### src/rtl/cpu_run_controller.sv
// Run/halt/single-step sequencer for the CPU core.
// Gates the phase sequencer so every stop lands on an instruction boundary.
module cpu_run_controller #(
    parameter int ADDR_W   = 16,
    parameter int CNT_W    = 32,
    parameter bit BOOT_RUN = 1'b1
) (
    input  logic              clk,
    input  logic              rst,
    input  logic [6:0]        phase,
    input  logic              run_req,
    input  logic              halt_req,
    input  logic              step_req,
    input  logic              halt_instr,
    input  logic [ADDR_W-1:0] next_pc,
    input  logic              bp_enable,
    input  logic [ADDR_W-1:0] bp_addr,
    output logic              alive,
    output logic              halted,
    output logic              step_done,
    output logic [2:0]        halt_cause,
    output logic [CNT_W-1:0]  instr_count
);

    localparam logic [1:0] S_HALTED = 2'd0;
    localparam logic [1:0] S_RUN    = 2'd1;
    localparam logic [1:0] S_STEP   = 2'd2;

    localparam logic [2:0] C_RESET = 3'd0;
    localparam logic [2:0] C_HOST  = 3'd1;
    localparam logic [2:0] C_STEP  = 3'd2;
    localparam logic [2:0] C_BP    = 3'd3;
    localparam logic [2:0] C_HLT   = 3'd4;

    logic [1:0] state;
    logic       halt_pend;
    logic       commit;
    logic       bp_hit;
    logic       host_stop;
    logic       stop;
    logic [2:0] cause;

    assign commit    = alive && phase[5];
    assign bp_hit    = bp_enable && (next_pc == bp_addr);
    // A halt_req arriving on the commit cycle itself stops at that commit.
    assign host_stop = halt_pend || halt_req;

    // Stop decision and its cause, highest priority first.
    always_comb begin
        stop  = 1'b0;
        cause = C_STEP;
        if (commit) begin
            if (halt_instr) begin
                stop  = 1'b1;
                cause = C_HLT;
            end else if (bp_hit) begin
                stop  = 1'b1;
                cause = C_BP;
            end else if (host_stop) begin
                stop  = 1'b1;
                cause = C_HOST;
            end else if (state == S_STEP) begin
                stop  = 1'b1;
                cause = C_STEP;
            end
        end
    end

    // Run-state sequencing, registered outputs and retired counter.
    always_ff @(posedge clk) begin
        if (rst) begin
            state       <= BOOT_RUN ? S_RUN : S_HALTED;
            alive       <= BOOT_RUN;
            halted      <= !BOOT_RUN;
            halt_pend   <= 1'b0;
            step_done   <= 1'b0;
            halt_cause  <= C_RESET;
            instr_count <= '0;
        end else begin
            step_done <= 1'b0;
            if (commit) begin
                instr_count <= instr_count + CNT_W'(1);
            end
            case (state)
                S_HALTED: begin
                    if (run_req) begin
                        state  <= S_RUN;
                        alive  <= 1'b1;
                        halted <= 1'b0;
                    end else if (step_req) begin
                        state  <= S_STEP;
                        alive  <= 1'b1;
                        halted <= 1'b0;
                    end
                end
                S_RUN, S_STEP: begin
                    if (stop) begin
                        state      <= S_HALTED;
                        alive      <= 1'b0;
                        halted     <= 1'b1;
                        halt_pend  <= 1'b0;
                        halt_cause <= cause;
                        step_done  <= (state == S_STEP);
                    end else if (halt_req) begin
                        halt_pend <= 1'b1;
                    end
                end
                default: begin
                    state     <= S_HALTED;
                    alive     <= 1'b0;
                    halted    <= 1'b1;
                    halt_pend <= 1'b0;
                end
            endcase
        end
    end

endmodule

### config.mk
export PLATFORM = sky130hd
export DESIGN_NAME = cpu_run_controller
export DESIGN_NICKNAME = d
export VERILOG_FILES = /design/src/rtl/cpu_run_controller.sv
export SDC_FILE = /design/constraint.sdc
export NUM_CORES = 1
export LEC_CHECK = 0
export ABC_AREA = 1
export BUFFER_PORTS_ARGS = -buffer_cell sky130_fd_sc_hd__buf_2
export CORE_ASPECT_RATIO = 0.7
export CORE_MARGIN = 2
export CORE_UTILIZATION = 45
export CTS_BUF_LIST = sky130_fd_sc_hd__clkbuf_16
export DETAILED_ROUTE_END_ITERATION = 6
export PLACE_DENSITY = 0.81
export SLEW_MARGIN = 15
export SYNTH_ARGS = -nofsm -noshare
export SYNTH_HDL_FRONTEND = slang
export SYNTH_SLANG_ARGS = --single-unit
export TNS_END_PERCENT = 100
### constraint.sdc
create_clock -name clk -period 3.9 [get_ports clk]
set_input_delay 0.78 -clock clk [delete_from_list [all_inputs] [get_ports clk]]
set_output_delay 0.78 -clock clk [all_outputs]
set_load 0.02 [all_outputs]
# Word level (Yosys, flattened, before mapping)

Cells that the tools add are included.

Eq/ne operators: 6
Reductions and logical operators: 9
Mux-type cells: 24
Add/subtract/negate cells: 1
Bitwise logic cells: 3

Operator list:

| kind                    | count |
|---|---|
| $add A32 B1 Y32 const B | 1 |
| $eq A16 B16 Y1          | 1 |
| $mux W1                 | 13 |
| $mux W2                 | 5 |
| $mux W3                 | 2 |
| $ne A3 B3 Y1 const B    | 2 |
| $pmux W1 S2             | 3 |
| $reduce_and A2 Y1       | 3 |
| $pmux W2 S2             | 1 |
| $not A1 Y1              | 3 |
| $reduce_or A3 Y1        | 1 |
| $eq A2 B1 Y1 const B    | 1 |
| $eq A2 B2 Y1 const B    | 1 |
| $logic_and A1 B1 Y1     | 2 |
| $logic_not A2 Y1        | 1 |
| $ne A2 B2 Y1 const B    | 1 |
| $reduce_or A2 Y1        | 1 |
| $logic_or A1 B1 Y1      | 1 |

Word-level logic and storage cells: 50
Output and inout bits: 38
Flip-flop bits (word level): 41

# Depth between registers and ports, before layout

Depth after elaboration: 8
Gate-level depth with buffers: 13

# Worst setup path after synthesis

Ideal clock, no wire load.

Path type: input-to-reg
From: input port phase[5]
To: register instr_count[31]
Cell stages on the path: 10
Arrival: 1,739 ps
Path buffers: 0
Path slack: 2,028 ps
Library setup time: 133 ps
Cells stage by stage: nand2_4 nor2_4 nand2_2 nor2_4 nand4_2 inv_2 nand3_2 nor3_2 nand2_1 nor3b_2

Longest elaborated chain between the ends: 1

RTL lines:

| item                 | line | source |
|---|---|---|
| from (decl)          | 10   | `input logic [6:0] phase,` |
| $logic_and A1 B1 Y1  | 43   | `assign commit = alive && phase[5];` |
| to (signal assigned) | 82   | `instr_count <= instr_count + CNT_W'(1);` |
| to (decl)            | 22   | `output logic [CNT_W-1:0] instr_count` |

Every way passes these cells.
A chain may end at the register's enable or synchronous reset.

# Worst setup path in the final report

From: input port next_pc[7]
To: register alive

Longest elaborated chain between the ends: 7

RTL lines:

| item                        | line | source |
|---|---|---|
| from (decl)                 | 15   | `input logic [ADDR_W-1:0] next_pc,` |
| $eq A16 B16 Y1              | 44   | `assign bp_hit = bp_enable && (next_pc == bp_addr);` |
| $logic_and A1 B1 Y1         | 44   |  |
| $mux W1                     | 56   | `end else if (bp_hit) begin` |
| $mux W1                     | 53   | `if (halt_instr) begin` |
| $mux W1                     | 52   | `if (commit) begin` |
| $ne A2 B2 Y1 (no line)      | -    |  |
| $reduce_and A2 Y1 (no line) | -    |  |
| to (signal assigned)        | 73   | `alive <= BOOT_RUN;` |
| to (signal assigned)        | 88   | `alive <= 1'b1;` |
| to (signal assigned)        | 92   | `alive <= 1'b1;` |
| to (decl)                   | 18   | `output logic alive,` |

Every way passes these cells.

==> key figures <==
Outcome
  – Run status: finished, final reports clean

Global route
  – Largest net degree at the start of global routing: 26
  – Overall track demand over capacity in global routing: 0.205
  – Wire length of the first global-routing pass: 9910 um
  – Number of antenna violations at the first check in global routing: 0
  – GRT overflow: 0
  – Vias in the first global route: 2280

Clock tree
  – Depth of the CTS H-tree: 2
  – Clock tree from TritonCTS: yes
  – Root buf cell: sky130_fd_sc_hd__clkbuf_16
  – Total CTS buffers: 5
  – TritonCTS Sinks: 41
  – Maximum buffer depth of the clock tree: 2
  – Clock transition time at the flip-flop clock pins of the worst setup and hold paths: 60 ps
  – Worst-skew pair later-pin latency: 280 ps
  – Post-CTS setup buffer count: 0
  – Count of cells resized by post-cts repair: 0
  – Total of hold buffers inserted after clock tree synthesis: 0

Placed design
  – PortBufs: 77
  – Sum of net half-perimeters after detailed placement: 4280 um
  – Dpl ws: about 1700 ps
  – GP Congestion: 0.844
  – Cell count after placement: 493

Synthesis
  – #FFs+latches synth: 41
  – Sequential fraction of the synthesis area: 0.341
  – Area share of the leading cell type in the synthesized netlist: 0.341
  – Top post-synthesis cells by area: sky130_fd_sc_hd__dfxtp_1 34%, sky130_fd_sc_hd__nand2_1 12%, sky130_fd_sc_hd__inv_1 8.9%
  – Ys async rst share: 0
  – Mapped Area: 2410 sq um
  – Mean Syn Cell Area: 6.92 sq um
  – Number of synthesized flops with an enable pin: 0
  – Main flop type after synthesis: sky130_fd_sc_hd__dfxtp_1
  – Number of warnings printed during yosys synthesis: 0
  – Biggest area consumer among synthesized cells: sky130_fd_sc_hd__dfxtp_1
  – Post-synthesis cell count: 348
  – Post-synthesis net count: 397
  – Netlist cell types: 30

Floorplanning
  – Chip Width: 91.5 um
  – Row cnt: 22
  – I/O pin count: 84
  – Total Die Area: ~6000 sq um
  – Overall die height: roughly 65 um
  – Core box area: 5200 sq um
  – Starting density of the core: 0.463

STA
  – Final setup violation count: 0
  – Min Hold Slack: 441 ps
  – Max Slew Vio Count: 0
  – Final Worst Setup Slack: 2010 ps
  – Worst clock skew on the final layout: between 4 and 5 ps
  – Clock period minus final worst setup slack: 1890 ps
  – Period utilization: 0.486
  – Setup repair after global routing missed its margin: false
  – Setup total negative slack: 0 ps
  – Slew at the pin with the worst max-slew slack: 522 ps
  – Count of final hold-check violations: 0
  – Remaining max-slew budget at the tightest pin: 0.652
  – Maximum operating frequency: 528 MHz

Route
  – Detail-routed net length per standard cell: 11.3 um
  – Ratio of routed vias to standard cells: 4.85
  – Starting DRT DRC Count: 130
  – Routed WL: 5630 um
  – Remaining antenna violation count: 0
  – Count of vias placed by the detailed router: around 2.4k
  – Final routed DRC violation total: 0
  – Drt first pass iters: 4

Worst setup path
  – Slowest cell on the critical path: sky130_fd_sc_hd__nand3_1
  – Endpoint arrival time on the critical path: 2040 ps
  – Start-to-end type of the worst setup path: input pin to flip-flop
  – Slowest stage delay, CP: 150 ps
  – Capturing element type of the critical path: flip-flop
  – Sum of buffers and inverters on the critical path: 2
  – Cells along the critical path: buf_2 > inv_1 > nand2_1 > nand2_1 > nor2_1 > nand2_1 > nor2_1 > nand3_1 > nand3_1 > nand2_1 > nand2_2 > nand2_1 > nand2_1 > nand3_1
  – Startpoint kind of the worst setup timing path: input pin
  – Cell seen most often among critical-path stages: sky130_fd_sc_hd__nand2_1
  – Highest fanout seen on the critical path: 6
  – Worst Path Required: 4040 ps
  – Family with the most delay on the worst path: simple AND/OR/NAND/NOR gates

Worst hold path
  – Min-delay worst type: flip-flop to flip-flop

Power and ir drop
  – Internal power component: a little under 800 uW
  – Comb pwr share: 0.239
  – Switching share of power: 0.312
  – Worst supply voltage drop on vdd: between 300 and 400 uV
  – Clk pwr share: 0.340
  – Standby leakage power: 0.00150 uW
  – Reg power frac: 0.421
  – Switching Power: 355 uW
  – Ratio of total power to cell area: between 300 and 400 nW/um^2

Finish
  – Commonest cells after routing, fill and taps aside: 78 x sky130_fd_sc_hd__nand2_1, 77 x sky130_fd_sc_hd__buf_2, 57 x sky130_fd_sc_hd__inv_1
  – Layout cell share with drive strength beyond 1: 0.292
  – Final-stage net count: 477
  – Final core utilization: 0.578
  – Layout Cells excl Fill: 500
  – Synthesis-to-finish area growth: 24.8%
  – Leading cell type in the layout, fill and taps excluded: sky130_fd_sc_hd__nand2_1
  – Count of antenna diodes in the layout: 0

Flow run
  – MaxCap Viol Count: 0
## path summary, 6_finish.rpt
check | end | cells past startpoint | slack [ps] | start
setup reg to reg | instr_count[18] | 8 | 2070 | instr_count[0]
hold / removal | halt_cause[2] | 2 | 440 | halt_cause[2]
setup / recovery | alive | 14 | 2010 | next_pc[7]
hold reg to reg | halt_cause[2] | 2 | 440 | halt_cause[2]
## worst min-delay path, delay by kind of cell, from the launching register on
kind,cells,cell delay [ps]
buffers and inverters,1,40
DFF,1,300
AOI/OAI and AO/OA,1,50
## through the flow
stage / total power (uW) / area (sq um)
5_1_grt: 1210 / 3010
2_1_floorplan: 679 / 2410
3_5_place_dp: 756 / 2870
4_1_cts: 1150 / 3010
3_3_place_gp: 752 / 2870
6_report: 1140 / 3010
## state kept, by name, summed over array words and instances, names as in the netlist
| register | flops |
|---|---|
| instr_count | 32 |
| halt_cause | 3 |
| state | 2 |
| alive | 1 |
| halt_pend | 1 |
| halted | 1 |
| step_done | 1 |
## kinds of logic after synthesis
kind of cell	synth area share
AO/OA/AOI/OAI	0.0883
XOR/XNOR	0.0509
adder cells (fa/ha/maj)	0.0156
buffers and inverters	0.104
flip-flops	0.341
AND/OR/NAND/NOR	0.400
## power by group through the flow
stage | Clock (uW) | Combinational, uW | Sequential (uW)
after floorplan | 0 | 167 | 512
after global placement | 0 | 265 | 486
after detailed placement | 0 | 269 | 487
after CTS | 397 | 272 | 479
after global routing | 412 | 314 | 483
final | 387 | 272 | 479
## metal layers
metal,vias to the layer above,wire (um),track usage
li1,1255,-,-
met1,1085,2670,0.273
met2,72,2520,0.326
met3,11,334,0.0436
met4,0,97,0.0833
met5,-,0,0
## synthesized netlist by cell type, types with 7 or more instances
cell type	number
sky130_fd_sc_hd__xnor2_1	7
sky130_fd_sc_hd__a21oi_1	23
sky130_fd_sc_hd__nor3_1	11
sky130_fd_sc_hd__nand3_1	11
sky130_fd_sc_hd__dfxtp_1	41
sky130_fd_sc_hd__nand2_1	78
sky130_fd_sc_hd__xor2_1	7
sky130_fd_sc_hd__inv_1	57
sky130_fd_sc_hd__nor2_1	40
sky130_fd_sc_hd__o21ai_0	11
sky130_fd_sc_hd__nand4_1	7
## area by class of cell
class / count / area (sq um)
Timing Repair Buffer: 77 / 385
Inverter: 63 / 236
Multi-Input combinational cell: 240 / 1340
Clock buffer: 5 / 125
Clock inverter: 2 / 11.3
Sequential cell: 41 / 821
Fill cell: 504 / 2200
Tap cell: 72 / 90.1
No activity file was read; power rests on OpenSTA's default activity.
